**config.mk**
```make
export PLATFORM = sky130hd
export DESIGN_NAME = or1200_opmux_fwdn
export DESIGN_NICKNAME = d
export VERILOG_FILES = /design/src/rtl/or1200_opmux_pkg.sv /design/src/rtl/or1200_opmux_lane.sv /design/src/rtl/or1200_opmux_fwdn.sv
export SDC_FILE = /design/constraint.sdc
export NUM_CORES = 1
export LEC_CHECK = 0
export ABC_CLOCK_PERIOD_IN_PS = 5410
export BUFFER_PORTS_ARGS = -buffer_cell sky130_fd_sc_hd__clkbuf_2
export CAP_MARGIN = 20
export CELL_PAD_IN_SITES_DETAIL_PLACEMENT = 2
export CELL_PAD_IN_SITES_GLOBAL_PLACEMENT = 2
export CORE_MARGIN = 10
export CORE_UTILIZATION = 27
export CTS_CLUSTER_SIZE = 14
export DETAILED_ROUTE_END_ITERATION = 10
export GPL_TIMING_DRIVEN = 0
export PLACE_DENSITY = 0.95
export SETUP_SLACK_MARGIN = 0.2
export SLEW_MARGIN = 20
export SYNTH_ARGS = -nofsm -noshare
export SYNTH_HDL_FRONTEND = slang
export SYNTH_SLANG_ARGS = --single-unit
```
**constraint.sdc**
```tcl
create_clock -name clk -period 5.41 [get_ports clk]
set_input_delay 0.8115 -clock clk [delete_from_list [all_inputs] [get_ports clk]]
set_output_delay 0.8115 -clock clk [all_outputs]
set_load 0.01 [all_outputs]
```
**src/rtl/or1200_opmux_pkg.sv**
```systemverilog
// Shared constants and select-code definitions for the N-operand,
// N-stage forwarding operand mux.
package or1200_opmux_pkg;

  // Select code width: one code each for rf and imm, plus one per forwarding stage.
  function automatic int sel_width(input int nfwd);
    return $clog2(nfwd + 2);
  endfunction

  localparam int SEL_RF   = 0;
  localparam int SEL_IMM  = 1;
  localparam int SEL_FWD0 = 2;

  // Select code at the default depth of three forwarding stages.
  localparam int SELW_DEF = sel_width(3);
  typedef logic [SELW_DEF-1:0] sel_code_t;

endpackage

```
**src/rtl/or1200_opmux_lane.sv**
```systemverilog
// One operand lane: forward-match priority encoder, immediate override
// and the save-once EX capture register.
module or1200_opmux_lane
  import or1200_opmux_pkg::*;
#(
  parameter int DW   = 32,
  parameter int AW   = 5,
  parameter int NFWD = 3,
  parameter int SELW = sel_width(NFWD)
) (
  input  logic               clk,
  input  logic               rst_n,
  input  logic               id_freeze,
  input  logic               ex_freeze,
  input  logic               hazard_stall,
  input  logic [AW-1:0]      src_addr,
  input  logic               src_en,
  input  logic [DW-1:0]      rf_data,
  input  logic [DW-1:0]      imm,
  input  logic               imm_en,
  input  logic               imm_sel,
  input  logic [NFWD-1:0]    fwd_we,
  input  logic [NFWD*AW-1:0] fwd_addr,
  input  logic [NFWD*DW-1:0] fwd_data,
  input  logic [NFWD-1:0]    fwd_rdy,
  output logic               lane_hazard,
  output logic [DW-1:0]      operand,
  output logic [SELW-1:0]    sel_o
);

  logic            hit;
  logic            win_rdy;
  logic [DW-1:0]   mux_data;
  logic [SELW-1:0] mux_sel;
  logic            saved;

  // Pick the youngest matching stage; the immediate overrides all forwarding.
  always_comb begin
    // NOTE: every output of this block gets a default first so no path infers a latch.
    hit      = 1'b0;
    win_rdy  = 1'b1;
    mux_data = rf_data;
    mux_sel  = SELW'(SEL_RF);
    // Walk oldest to youngest so the youngest match is the last one written.
    for (int k = NFWD - 1; k >= 0; k--) begin
      if (src_en && fwd_we[k] && (src_addr != '0) &&
          (fwd_addr[k*AW +: AW] == src_addr)) begin
        hit      = 1'b1;
        win_rdy  = fwd_rdy[k];
        mux_data = fwd_data[k*DW +: DW];
        mux_sel  = SELW'(SEL_FWD0 + k);
      end
    end
    if (imm_en && imm_sel) begin
      hit      = 1'b0;
      mux_data = imm;
      mux_sel  = SELW'(SEL_IMM);
    end
  end

  assign lane_hazard = hit && !win_rdy;

  // Save-once capture: a value taken while ID is frozen survives one unfreeze cycle.
  always_ff @(posedge clk or negedge rst_n) begin
    if (!rst_n) begin
      // NOTE: sequential state uses non-blocking assignments so all flops update together.
      operand <= '0;
      sel_o   <= SELW'(SEL_RF);
      saved   <= 1'b0;
    end else if (!ex_freeze && !hazard_stall) begin
      if (id_freeze) begin
        if (!saved) begin
          operand <= mux_data;
          sel_o   <= mux_sel;
          saved   <= 1'b1;
        end
      end else if (saved) begin
        saved <= 1'b0;
      end else begin
        operand <= mux_data;
        sel_o   <= mux_sel;
      end
    end
  end

endmodule

```
**src/rtl/or1200_opmux_fwdn.sv**
```systemverilog
// Parametrised operand mux: NOPS lanes with NFWD-stage forwarding and a
// shared load-use stall that also blocks every lane's capture.
module or1200_opmux_fwdn
  import or1200_opmux_pkg::*;
#(
  parameter int DW   = 32,
  parameter int AW   = 5,
  parameter int NOPS = 2,
  parameter int NFWD = 3,
  localparam int SELW = sel_width(NFWD)
) (
  input  logic                 clk,
  input  logic                 rst_n,
  input  logic                 id_freeze,
  input  logic                 ex_freeze,
  input  logic [NOPS*AW-1:0]   src_addr,
  input  logic [NOPS-1:0]      src_en,
  input  logic [NOPS*DW-1:0]   rf_data,
  input  logic [DW-1:0]        imm,
  input  logic                 imm_sel,
  input  logic [NFWD-1:0]      fwd_we,
  input  logic [NFWD*AW-1:0]   fwd_addr,
  input  logic [NFWD*DW-1:0]   fwd_data,
  input  logic [NFWD-1:0]      fwd_rdy,
  output logic [NOPS*DW-1:0]   operand,
  output logic [NOPS*SELW-1:0] sel_o,
  output logic                 hazard_stall
);

  logic [NOPS-1:0] lane_hazard;

  assign hazard_stall = |lane_hazard;

  // One lane per operand; only operand 1 can take the immediate.
  for (genvar i = 0; i < NOPS; i++) begin : g_lane
    or1200_opmux_lane #(
      .DW   (DW),
      .AW   (AW),
      .NFWD (NFWD),
      .SELW (SELW)
    ) u_lane (
      .clk          (clk),
      .rst_n        (rst_n),
      .id_freeze    (id_freeze),
      .ex_freeze    (ex_freeze),
      .hazard_stall (hazard_stall),
      .src_addr     (src_addr[i*AW +: AW]),
      .src_en       (src_en[i]),
      .rf_data      (rf_data[i*DW +: DW]),
      .imm          (imm),
      .imm_en       ((i == 1) ? 1'b1 : 1'b0),
      .imm_sel      (imm_sel),
      .fwd_we       (fwd_we),
      .fwd_addr     (fwd_addr),
      .fwd_data     (fwd_data),
      .fwd_rdy      (fwd_rdy),
      .lane_hazard  (lane_hazard[i]),
      .operand      (operand[i*DW +: DW]),
      .sel_o        (sel_o[i*SELW +: SELW])
    );
  end

endmodule

```
# Word level (Yosys, flattened, before mapping)
# Cells that the tools add are included.
[word_totals]
input_bits = 230
latchBits = 0
mem_count = 0
ramBits = 0
mem_bits_ro = 0
ff_bits = 71
wordCells = 69
[op_classes]
muxes = 28
div = 0
n_bitwise = 1
reduce_logical = 29
order_cmp = 0
shift = 0
eq_ne = 6
n_mul = 0
addsub = 0
[op_table]
columns = ["op", "count"]
rows = [
  ["$mux 32", 7],
  ["$eq 5x5->1", 6],
  ["$logic_and 1x1->1", 21],
  ["$mux 3", 7],
  ["$mux 1", 14],
  ["$reduce_bool 5->1", 2],
  ["$logic_not 1->1", 4],
  ["$reduce_and 2->1", 1],
  ["$reduce_or 2->1", 1],
  ["$not 1->1", 1],
]

# Logic depth before layout (Yosys ltp)
[logic_depth]
word_depth = 12
mapped_depth = 10
mapped_depth_nobuf = 7

# Cells and area by module
# From an unflattened synthesis, not the netlist that was laid out.
[unflattened]
hier_cells = 767
area_unflattened_um2 = 7295.7
[modules_own_cells]
columns = ["module", "cells_each", "instances", "area_each_um2"]
rows = [
  ["or1200_opmux_lane", 382, 2, 3641.0],
  ["or1200_opmux_fwdn", 3, 1, 13.8],
]

# Worst setup path before layout
# OpenSTA, ideal clock, no wires.
[synth_path]
path_type = "input -> output"
start = "input src_addr[0]"
end = "output hazard_stall"
setup_slack_ns = 2.322
cell_stages = 6
arrival_time_ns = 2.277
cell_sequence = "or4_1 o2111a_1 nand2_2 o22ai_1 a311oi_2 nand2_1"
[synth_via]
elab_chain_cells = 9
word_cells_on_any_way = 19
cone_classes = "eq/ne (3); mux (6); reduce/logical (10)"
[synth_rtl]
columns = ["item", "line_no", "text"]
rows = [
  ["from (decl)", "or1200_opmux_fwdn.sv:16", "input logic [NOPS*AW-1:0] src_addr,"],
  ["$reduce_bool 5->1", "or1200_opmux_lane.sv:46", "if (src_en && fwd_we[k] && (src_addr != '0) &&"],
  ["$logic_and 1x1->1 (2 in a row)", "or1200_opmux_lane.sv:46", ""],
  ["$mux 1 (3 in a row)", "or1200_opmux_lane.sv:46", ""],
  ["$logic_not 1->1", "or1200_opmux_lane.sv:61", "assign lane_hazard = hit && !win_rdy;"],
  ["$logic_and 1x1->1 (*)", "or1200_opmux_lane.sv:61", ""],
  ["$reduce_or 2->1 (*)", "or1200_opmux_fwdn.sv:32", "assign hazard_stall = |lane_hazard;"],
  ["to (decl)", "or1200_opmux_fwdn.sv:27", "output logic hazard_stall"],
]
# Every way passes the cells marked *; elsewhere a longest branch is shown, timed or not.

# Worst setup path in the final report
[layout_path]
start = "input src_addr[5]"
end = "register g_lane[1].u_lane.operand[30]"
[layout_via]
elab_chain_cells = 12
word_cells_on_any_way = 27
cone_classes = "eq/ne (3); mux (11); reduce/logical (13)"
[layout_rtl]
columns = ["item", "line_no", "text"]
rows = [
  ["$reduce_bool 5->1", "or1200_opmux_lane.sv:46", ""],
  ["$logic_and 1x1->1 (2 in a row)", "or1200_opmux_lane.sv:46", ""],
  ["$mux 1 (3 in a row)", "or1200_opmux_lane.sv:46", ""],
  ["$mux 1 / $logic_not 1->1 (equally long branches)", "or1200_opmux_lane.sv:54, or1200_opmux_lane.sv:61", ""],
  ["$logic_and 1x1->1", "or1200_opmux_lane.sv:61", ""],
  ["$reduce_or 2->1", "or1200_opmux_fwdn.sv:32", ""],
  ["$logic_not 1->1", "or1200_opmux_lane.sv:70", "end else if (!ex_freeze && !hazard_stall) begin"],
  ["$logic_and 1x1->1", "or1200_opmux_lane.sv:70", ""],
  ["$reduce_and 2->1 (no line)", "--", ""],
  ["to (signal assigned)", "or1200_opmux_lane.sv:73", "operand <= mux_data;"],
  ["to (signal assigned)", "or1200_opmux_lane.sv:80", "operand <= mux_data;"],
  ["to (decl)", "or1200_opmux_lane.sv:27", "output logic [DW-1:0] operand,"],
]
# Parallel ways exist; a longest one is shown, timed or not.
# A chain may end at the register's enable or synchronous reset.

==> impl_metrics.yaml <==
outcome:
  status: "finished clean"
die:
  die-area_um2: 25750
  fp.coreArea_um2: 19460
  rows: 51
  initial_core_util_pct: 27.37
  die_w_um: 160.5
  io_pins: 301
  die_h_um: 160.5
sta:
  whs_ns: 0.4825
  clock.fmax_mhz: 260.7
  period_needed_ns: 3.836
  setup_viol: 0
  worst-slew-pin-transition_ns: 1.051
  layout_setup_ws_ns: 1.574
  slew_violations: 0
  hold_violations: 0
  relSlewSlack_pct: 29.40
  final.setup_skew_ns: 0.007105
  tns_ns: 0
  rsz0062_at_grt: "false"
  finalCritPeriodShare_pct: 70.91
power_and_ir_drop:
  powerDensity_nw_per_um2: 282.6
  power.total_mw: 2.129
  power.leakage_nw: 3.833
  irDropWorstVdd_mv: 0.1372
logic_synthesis:
  yosys.cell_types.count: 38
  ys_warn_count: 0
  synth-xor-area-share_pct: 4.933
  synth_compound_area_share_pct: 20.23
  synthesis.area_um2: 5326
  synth_async_sr_flop_share_pct: 100.0
  ys.flop_type: "dfrtp_1"
  ys_ff_latch: 71
  ys_seq_area_share_pct: 33.36
  syn_area_per_cell_um2: 9.632
  synth_top_family_by_area: "multiplexers"
  synthCells: 553
  synth_edf_count: 0
  synth.area.mux_share_pct: 28.96
  synth-simple-area-share_pct: 6.296
  syn_nets: 783
  synthAdderAreaFrac_pct: 0
hold_path:
  min_path_type: "in -> async"
routing:
  wl_per_cell_um: 26.78
  ant_nets: 0
  vias: 5965
  dr.pass1.iters: 4
  avgViaCountPerCell: 5.265
  drt_first_iter_violations: 268
  drt_wl_total_um: 30340
  drc: 0
setup_path:
  worstSetupEndpointType: "register"
  worstPathArrival_ns: 4.06
  rr_worst_depth: 4
  cp.required_ns: 5.64
  cpPeakStageDelay_ns: 0.73
  critPathKind: "in -> reg"
  critPathSlowestCell: "nor3_1"
  cp_top_family: "simple AND/OR/NAND/NOR gates"
  crit_path_start_kind: "input pin"
  cp_num_buf_inv: 3
  cp_max_fo: 10
  worstPathCellList: "clkbuf_2 > or4_1 > o21a_1 > nand4_2 > inv_1 > nor3_1 > clkbuf_1 > a22oi_1 > mux2_4"
  crit_cells: 9
placed_design:
  gp_congestion: 0.8813
  dpl.hpwl_um: 24610
  numPlacedInstances: 1117
  place_ws_ns: 1.182
  numPortBuffers: 298
  placed_area_um2: 7177
global_route:
  grt_overflow: 0
  antenna_found_initial: 0
  grt_pass1_wl_um: 45170
  grtUsageTotal_pct: 22.73
  grt_max_degree: 38
  grt_pass1_vias: 6976
layout:
  antennaDiodeCount: 0
  stdcell_count: 1133
  layout.nets: 1093
  final_common_cell: "clkbuf_2"
  fin_area_um2: 7533
  utilization_pct: 38.71
  syn_to_final_growth_pct: 41.44
  layout_common_cells: "297 x clkbuf_2, 96 x mux2i_1, 71 x dfrtp_1"
  drive_gt1_share_pct: 42.74
cts:
  clock_path_buffers: 2
  post_cts_resized: 0
  cts_setup_buffers: 0
  numCtsBuffers: 9
  htreeDepth: 3
  cts.sinks: 71
  clock_latency_ns: 0.34
  cts_hold_buf: 0
  clockRootBuffer: "clkbuf_16"
  clkTransAtPathRegs_ns: 0.07
  tritoncts: "yes"
job:
  drv_cap: 0
-- cell families (layout without fill, tap and decap cells) --
logic type                after synthesis  in the layout
DFF                                    71             71
buffers and inverters                  78            393
xor gates and xnor gates               30             30
muxes                                 135            135
and+or+nand+nor                        70             70
AOI/OAI and AO/OA                     169            169
-- routing by layer --
| layer | share of wire (%) | GRT usage [%] |
|---|---|---|
| met5 | 0 | 0 |
| met4 | 2.5 | 7.053 |
| met3 | 6.3 | 5.752 |
| met2 | 51 | 40.83 |
| met1 | 40 | 25.75 |
-- final timing paths --
path | startpoint | endpoint | slack [ns]
hold reg to reg | g_lane[0].u_lane.saved | g_lane[0].u_lane.saved | 0.51
max in group asynchronous | rst_n | g_lane[0].u_lane.sel_o[1] | 4.29
min in group clk | g_lane[0].u_lane.saved | g_lane[0].u_lane.saved | 0.51
setup reg to reg | g_lane[0].u_lane.saved | g_lane[1].u_lane.operand[17] | 3.94
hold / removal | rst_n | g_lane[0].u_lane.operand[13] | 0.48
setup / recovery | src_addr[5] | g_lane[1].u_lane.operand[30] | 1.57
-- where the power goes --
part | internal, mW | switching, mW | leakage, nW
clock | 0.476 | 0.248 | 0.176
sequential | 0.649 | 0.0725 | 0.844
combinational | 0.321 | 0.363 | 2.81
total | 1.45 | 0.683 | 3.83
-- cell type report --
cell class	count	area, um2
multi-input cells	404	3223
clock buffers	11	252.7
plain buffers	44	203.9
fillers	2243	11930
flip-flops and latches	71	1777
well taps	265	331.6
repair buffers	299	1514
inverters	34	127.6
clock inverters	5	103.9
-- synthesized netlist by cell type, types with 2 or more instances --
library cell / n / area (um2)
mux2i_1: 96 / 960.9
dfrtp_1: 71 / 1777
a21oi_1: 64 / 320.3
nand2_1: 39 / 146.4
mux2_4: 38 / 570.6
inv_1: 33 / 123.9
a22oi_1: 32 / 240.2
clkbuf_1: 32 / 120.1
o21ai_0: 32 / 160.2
o221ai_1: 32 / 280.3
xnor2_1: 18 / 157.7
xor2_1: 12 / 105.1
buf_2: 7 / 35.03
nor2_1: 5 / 18.77
nor3_1: 5 / 25.02
buf_6: 4 / 45.04
nor4_1: 4 / 25.02
and3_1: 3 / 18.77
nand4_1: 3 / 18.77
nand3_1: 2 / 10.01
o2111a_1: 2 / 22.52
o21ai_1: 2 / 10.01
or4_1: 2 / 15.01
-- state kept, by name, summed over array words and instances (netlist names) --
signal / cells
g_lane.u_lane.sel_o: 6
g_lane.u_lane.saved: 1
g_lane.u_lane.operand: 64
Note: power is estimated with default switching activity, not from simulation.
